## src/rtl/fifo_wr_feeder.sv

```systemverilog
// Write-side feeder for the async FIFO: 2-entry skid buffer, throttle FSM, sw_rst sequencer.
// Build option FIFO_WR_FEEDER_STATS_EN adds saturating write/stall counters.
module fifo_wr_feeder #(
  parameter int DATA_WIDTH    = 32,
  parameter int LEVEL_WIDTH   = 6,
  parameter int SW_RST_CYCLES = 4,
  parameter int CNT_WIDTH     = 16
) (
  input  logic                   wclk,
  input  logic                   hw_rst,
  input  logic                   s_valid,
  input  logic [DATA_WIDTH-1:0]  s_data,
  input  logic                   s_last,
  output logic                   s_ready,
  input  logic                   sw_rst_req,
  output logic [DATA_WIDTH-1:0]  wdata,
  output logic                   write_enable,
  output logic                   sw_rst,
  input  logic                   wfull,
  input  logic                   wr_almost_ful,
  input  logic [LEVEL_WIDTH-1:0] wr_level,
  output logic                   busy,
  output logic [CNT_WIDTH-1:0]   words_written,
  output logic [CNT_WIDTH-1:0]   stall_cycles
);

  typedef enum logic [1:0] {
    IDLE, STREAM, THROTTLE, FLUSH
  } state_t;

  localparam int FW =
    (SW_RST_CYCLES > 1) ? $clog2(SW_RST_CYCLES) : 1;
  localparam logic [FW-1:0] FLAST = FW'(SW_RST_CYCLES - 1);

  state_t state, state_nx;
  state_t ret, ret_nx;
  state_t pkt;
  logic [FW-1:0] fcnt, fcnt_nx;

  logic [DATA_WIDTH:0] e0, e1;
  logic [1:0] count;
  logic run;
  logic push, pop;
  logic unused;

  assign s_ready = run && (count != 2'd2) &&
                   (state == IDLE || state == STREAM);
  assign write_enable = (count != 2'd0) && !wfull &&
                        (state != FLUSH);
  assign wdata = (count != 2'd0) ? e0[DATA_WIDTH:1] : '0;
  assign sw_rst = (state == FLUSH);
  assign busy = (state != IDLE) || (count != 2'd0);
  assign push = s_valid && s_ready;
  assign pop = write_enable;

  always_comb begin
    state_nx = state;
    ret_nx = ret;
    fcnt_nx = fcnt;
    pkt = state;
    unique case (1'b1)
      (state == IDLE || state == STREAM): begin
        if (push) pkt = s_last ? IDLE : STREAM;
        if (wr_almost_ful) begin
          state_nx = THROTTLE;
          ret_nx = pkt;
        end else begin
          state_nx = pkt;
        end
      end
      (state == THROTTLE): begin
        if (!wr_almost_ful) state_nx = ret;
      end
      (state == FLUSH): begin
        fcnt_nx = fcnt + 1'b1;
        if (fcnt == FLAST) begin
          state_nx = IDLE;
          fcnt_nx = '0;
        end
      end
    endcase
    // software reset overrides everything, including a re-request mid-flush
    if (sw_rst_req) begin
      state_nx = FLUSH;
      fcnt_nx = '0;
    end
  end

  always_ff @(posedge wclk) begin
    if (!hw_rst) begin
      state <= IDLE;
      ret <= IDLE;
      fcnt <= '0;
      run <= 1'b0;
    end else begin
      state <= state_nx;
      ret <= ret_nx;
      fcnt <= fcnt_nx;
      run <= 1'b1;
    end
  end

  always_ff @(posedge wclk) begin
    if (!hw_rst || sw_rst_req) begin
      count <= 2'd0;
      e0 <= '0;
      e1 <= '0;
    end else begin
      unique case (1'b1)
        (push && pop): begin
          if (count == 2'd1) begin
            e0 <= {s_data, s_last};
          end else begin
            e0 <= e1;
            e1 <= {s_data, s_last};
          end
        end
        (pop && !push): begin
          e0 <= e1;
          count <= count - 2'd1;
        end
        (push && !pop): begin
          if (count == 2'd0) e0 <= {s_data, s_last};
          else e1 <= {s_data, s_last};
          count <= count + 2'd1;
        end
        (!push && !pop): ;
      endcase
    end
  end

`ifdef FIFO_WR_FEEDER_STATS_EN
  logic [CNT_WIDTH-1:0] ww_q, st_q;

  always_ff @(posedge wclk) begin
    if (!hw_rst || sw_rst_req) begin
      ww_q <= '0;
      st_q <= '0;
    end else begin
      if (write_enable && ww_q != '1) ww_q <= ww_q + 1'b1;
      if (count != 2'd0 && wfull && st_q != '1)
        st_q <= st_q + 1'b1;
    end
  end

  assign words_written = ww_q;
  assign stall_cycles = st_q;
`else
  assign words_written = '0;
  assign stall_cycles = '0;
`endif

  // the level and the head's last flag have no consumer here
  assign unused = ^{wr_level, e0[0]};

endmodule

```

## config.mk

```make
export PLATFORM = sky130hd
export DESIGN_NAME = fifo_wr_feeder
export DESIGN_NICKNAME = d
export VERILOG_FILES = /design/src/rtl/fifo_wr_feeder.sv
export SDC_FILE = /design/constraint.sdc
export NUM_CORES = 1
export LEC_CHECK = 0
export CELL_PAD_IN_SITES_DETAIL_PLACEMENT = 1
export CELL_PAD_IN_SITES_GLOBAL_PLACEMENT = 2
export CORE_ASPECT_RATIO = 0.6
export CORE_MARGIN = 4
export CORE_UTILIZATION = 28
export DETAILED_ROUTE_END_ITERATION = 10
export PLACE_DENSITY = 0.79
export SYNTH_ARGS = -nofsm -noshare
export SYNTH_HDL_FRONTEND = slang
export SYNTH_SLANG_ARGS = --single-unit
```

## constraint.sdc

```tcl
create_clock -name wclk -period 3.3 [get_ports wclk]
set_clock_uncertainty 0.2 [all_clocks]
set_input_delay 0.33 -clock wclk [delete_from_list [all_inputs] [get_ports wclk]]
set_output_delay 0.33 -clock wclk [all_outputs]
set_load 0.05 [all_outputs]
```

==> results of run 1 <==
flip-flops by register name, indices dropped and copies added, names as in the netlist:
name and flops:
e0 32, e1 32, state 2, count 2, ret 2, fcnt 2, run 1
where the power goes:
part	internal, µW	leakage, µW	total (µW)	switching [µW]
registers	900	0.000590	915	15.3
clock network	573	0.000140	938	365
logic	151	0.00102	454	303
total	1620	0.00175	2310	683
kinds of logic (layout without fill, tap and decap cells):
| logic type | after synthesis | count (layout) | share of synthesized area (%) |
|---|---|---|---|
| other cells | 1 | 32 | 0.0917 |
| simple gates | 92 | 92 | 13.0 |
| fa+ha+maj | 7 | 7 | 2.14 |
| flops | 73 | 73 | 35.8 |
| buf+inv | 87 | 110 | 12.5 |
| mux | 34 | 34 | 8.33 |
| compound gates | 171 | 171 | 27.8 |
| xor+xnor | 2 | 2 | 0.429 |
cells in the mapped netlist (5+ instances only):
cell / instances / share of area [%]
a22o_1: 33 / 7.1
mux2i_1: 34 / 8.3
ha_1: 7 / 2.1
nand3_1: 33 / 4.0
clkbuf_1: 23 / 2.1
dfxtp_1: 73 / 36
a221oi_1: 32 / 6.9
o21ai_0: 33 / 4.0
nand2_1: 5 / 0.46
nor2b_1: 32 / 4.9
nor2_1: 7 / 0.64
inv_1: 6 / 0.55
buf_2: 18 / 2.2
a21oi_1: 65 / 8.0
buf_4: 35 / 6.4
layout by cell type (no fill, tap or decap), types with 2 or more instances in the layout:
master and n:
or3_1 2, ha_2 3, dfxtp_1 73, a221oi_1 32, nand2b_1 2, a21oi_1 65
nor2_1 6, o21ai_0 33, ha_1 4, conb_1 32, and2_1 2, clkbuf_8 3
a22o_1 33, nand3_1 33, buf_4 10, mux2i_1 34, clkbuf_1 3, nor2b_1 32
nand2_1 5, clkdlybuf4s50_1 74, clkbuf_16 9, inv_1 6, buf_12 4
metrics by stage:
stage               instance area [µm²]  total power (µW)  setup slack (ns)
floorplan                          4200              1270             0.229
global placement                   4870              1370             0.123
detailed placement                 4870              1390         -0.000726
CTS                                5160              2330            0.0295
global route                       5160              2410            0.0247
finish                             5160              2310             0.205
critical path, cell delays in order, from the launching register on:
cell and delay (ns):
dfxtp_1 0.40, inv_1 0.10, ha_1 0.26, nor4bb_4 0.44, ha_2 0.30, buf_4 0.22, nand2_1 0.14, and3b_1 0.42
buf_12 0.27, a22o_1 0.24
worst max path at each step:
stage,from,to,cells after the start
5_1_grt,count[0],e0[27],9
3_5_place_dp,wfull,e1[1],7
3_3_place_gp,wfull,e1[16],7
6_report,count[0],e0[6],9
2_1_floorplan,state[1],e0[1],12
4_1_cts,count[0],e1[1],8
per-layer routing:
| layer | share of wire, % | wire (µm) | GRT usage, % | up-vias |
|---|---|---|---|---|
| met2 | 45 | 5930 | 24.7 | 111 |
| met4 | 0.58 | 76 | 2.84 | 0 |
| met1 | 48 | 6220 | 21.8 | 1830 |
| li1 | - | - | - | 1760 |
| met3 | 6.4 | 830 | 4.43 | 7 |
| met5 | 0 | 0 | 0 | - |
final cells by class:
cell class	instances	area, µm²
inverters	6	22.5
flip-flops and latches	73	1460
multi-input cells	338	2260
clock buffers	15	278
clock inverters	1	8.76
fillers	1638	8790
repair buffers	88	896
well taps	192	240
==> metrics.txt, run 1 <==
status=finished clean; Port Buffers=74; CTS max path bufs=2; Overflow after GRT=0; P&R area growth vs syn=26.3%; Critical R2R Capture=e0[6]; static leakage=0.00175 µW; Seq/Total Area, Yosys=35.8%; max-cap viol count=0; routability congestion estimate=0.729; Worst EP arrival=3.11 ns; Synth Flop Type=dfxtp_1; die height=102 µm; Reg2Reg Setup Slack=0.21 ns; WL final=13100 µm; Initial DRC Count=192; I/O pins=113; vias in the first global route=3781; DRT Pass-1 Iters=4; TritonCTS Buffers=9; PD cells=447 nW/µm²; Rows=33; # H-tree levels=3; antenna cells=0; Startpoint Class=register; vias per inst=5.20; ANT nets after route=0; Layout Utilization=37.0%; Final nets=568; Initial Util=29.3%; dpl hpwl=8570 µm; Final Hold Viols=0; fmax=323 MHz; initial antenna violation count=0; Worst-Margin Slew=0.800 ns; Worst-path clk slew=0.06 ns; die width=164 µm; largest net degree at the start of global routing=38; per-cell routed wire length=18.3 µm; cts hold-fix bufs=0; R2R depth=9; setup TNS=0 ns; Clock Sinks=73; RSZ-0062 raised after global routing=false; CTS tree=done; Syn Area/Cell=8.75 µm²; period utilisation layout=93.8%; first-pass GRT wire length=20700 µm; min Tclk post-route=3.09 ns; asr flop ratio synth=0%; number of synthesized flops with an enable pin=0; placed cells=697; layout cells sized above 1=7.10%; core area=14000 µm²; unique cell type count in the Yosys netlist=39; WP data required=3.32 ns; vias=3708; root buf cell=clkbuf_16; FF+latch count, synth=73; Max IR drop VDD=0.234 mV; DRC=0; post-CTS setup buffer count=0; full die area=16700 µm²; Setup CP Type=register to register; yosys warns=0; Post-Syn Instances=467; hold_sp=e0[26]; worst skew pair latency=0.33 ns; Max-slew headroom=46.6%; hold_ws=0.267 ns; Setup Viol. Count Final=0; Hold Crit Class=register to register; Cell Area, Synth=4090 µm²; WHS Endpoint=e0[26]; hold depth=1; CP Max Fanout=20; FF-to-FF Start=count[0]; Post-CTS Resized=0; Slew Limit Fails=0; fin cells=713; Global Route Usage Sum=15.7%; crit end category=register
Note: power is estimated with default switching activity, not from simulation.
==> run 2: changes to the inputs <==
CORE_UTILIZATION = 30   (was 28)
PLACE_DENSITY = 0.84   (was 0.79)
clock period = 3.7 ns   (was 3.3 ns; I/O delays follow)
==> metrics.txt, run 2 (synthesis results as in run 1) <==
status=finished clean; footprint of the multi-input gates=2250 µm² (-0.22%); Port Buffers=74 (unchanged); switching part of the total=29.6% (-0.030 points); PD cells=398 nW/µm² (-11%); setup TNS=0 ns (unchanged); Max stage delay on crit path=0.63 ns (+0.19 ns); commonest cells after routing, fill and taps aside=74 x clkdlybuf4s50_1, 73 x dfxtp_1, 65 x a21oi_1; Worst-Margin Slew=0.951 ns (+0.150 ns); Setup Viol. Count Final=0 (unchanged); Post-CTS Resized=0 (unchanged); DRC=0 (unchanged); Initial DRC Count=213 (+11%); worst path bufs/invs=2 (-1); Global Route Usage Sum=15.7% (+0.055 points); cell family with most CP delay=simple AND/OR/NAND/NOR gates; fmax=325 MHz (+0.58%); die height=98.4 µm (-3.1%); max-cap viol count=0 (unchanged); Largest regs=e0 x32, e1 x32; Hold Crit Class=register to register; P&R area growth vs syn=23.9%; antenna cells=0 (unchanged); WL final=12300 µm (-5.8%); initial antenna violation count=0 (unchanged); Setup CP Type=register to register; Worst EP arrival=3.15 ns (+0.04 ns); Storage cell area=1460 µm² (unchanged); Worst-path clk slew=0.05 ns (about the same); worst skew pair latency=0.33 ns (about the same); filler cell count=1504 (-8.2%); cts hold-fix bufs=0 (unchanged); Comb pwr share=19.6% (about the same); layout cells sized above 1=6.40% (-0.71 points); WP data required=3.77 ns (+0.45 ns); Startpoint Class=register; worst path cell trace=inv_1 > ha_1 > nor4bb_4 > ha_2 > o21bai_1 > and3b_1 > buf_12 > a22o_1; CTS max path bufs=2 (unchanged); period utilisation layout=83.2% (-11 points); DRT Pass-1 Iters=4 (unchanged); min Tclk post-route=3.08 ns (-0.0177 ns); Clock Sinks=73 (unchanged); sequential power share=40.5% (+0.8 points); CTS tree=done; die width=159 µm (-3.2%); routability congestion estimate=0.736 (+0.96%); Final nets=564 (-0.70%); vias=3690 (-0.49%); Overflow after GRT=0 (unchanged); first-pass GRT wire length=20000 µm (-3.5%); dpl hpwl=8140 µm (-5.0%); Max-slew headroom=36.5% (-10 points); Switch Pwr=595 µW (-13%); full die area=15600 µm² (-6.3%); Initial Util=31.2% (+1.9 points); most common cell after layout, fill and taps aside=clkdlybuf4s50_1; post-CTS setup buffer count=0 (unchanged); RSZ-0062 raised after global routing=false; hold depth=1 (unchanged); Final Hold Viols=0 (unchanged); ANT nets after route=0 (unchanged); crit end category=register; CP Max Fanout=20 (unchanged); Slew Limit Fails=0 (unchanged); # H-tree levels=3 (unchanged); root buf cell=clkbuf_16; TritonCTS Buffers=9 (unchanged); CP max stage cell=and3b_1; R2R depth=8 (-1); static leakage=0.00171 µW (-2.1%); largest net degree at the start of global routing=41 (+7.9%); vias in the first global route=3831 (+1.3%); per-cell routed wire length=17.9 µm (-2.1%); Layout Utilization=38.7% (+1.7 points); core area=13100 µm² (-6.2%); WP depth=8 (-1); Max IR drop VDD=0.222 mV (-5.2%); Int Power=1420 µW (-13%); Clk network pwr share=39.9% (-0.8 points); vias per inst=5.38 (+3.4%); Rows=32 (-3.0%); I/O pins=113 (unchanged)
[run 2: per-stage QoR]
| stage | hold slack (ns) | instance area [µm²] | total power, µW | setup slack [ns] | cells |
|---|---|---|---|---|---|
| 2_1_floorplan | 0.198 | 4200 | 1130 | 0.629 | 498 |
| 3_3_place_gp | 0.253 | 4790 | 1210 | 0.614 | 671 |
| 3_5_place_dp | 0.260 | 4790 | 1220 | 0.549 | 671 |
| 4_1_cts | 0.275 | 5060 | 2040 | 0.592 | 686 |
| 5_1_grt | 0.282 | 5060 | 2100 | 0.392 | 686 |
| 6_report | 0.268 | 5060 | 2010 | 0.623 | 686 |
[run 2: final cells by class]
| cell class | count | area share, % |
|---|---|---|
| multi-input combinational | 338 | 44.5 |
| sequential | 73 | 28.9 |
| timing repair buffer | 84 | 16.6 |
| clock buffer | 13 | 5.14 |
| tap | 170 | 4.20 |
| inverter | 6 | 0.445 |
| clock inverter | 2 | 0.272 |
[run 2: power groups by stage]
stage                     clock [µW]  combinational [µW]  sequential [µW]
after floorplan                    0                 304              827
after global placement             0                 383              831
after detailed placement           0                 392              833
after CTS                        829                 393              816
after global routing             851                 427              818
final                            804                 394              816
[run 2: worst paths after layout]
check             startpoint     to  slack, ns
setup / recovery    count[0]  e0[1]       0.62
hold / removal         e0[4]  e0[4]       0.27
setup reg to reg    count[0]  e0[1]       0.62
hold reg to reg        e0[4]  e0[4]       0.27
[run 2: routing by layer]
layer | vias to the layer above | routed length (µm) | global-route usage (%)
li1 | 1752 | - | -
met1 | 1821 | 5660 | 21.3
met2 | 111 | 5820 | 25.5
met3 | 6 | 772 | 4.26
met4 | 0 | 50 | 2.75
met5 | - | 0 | 0
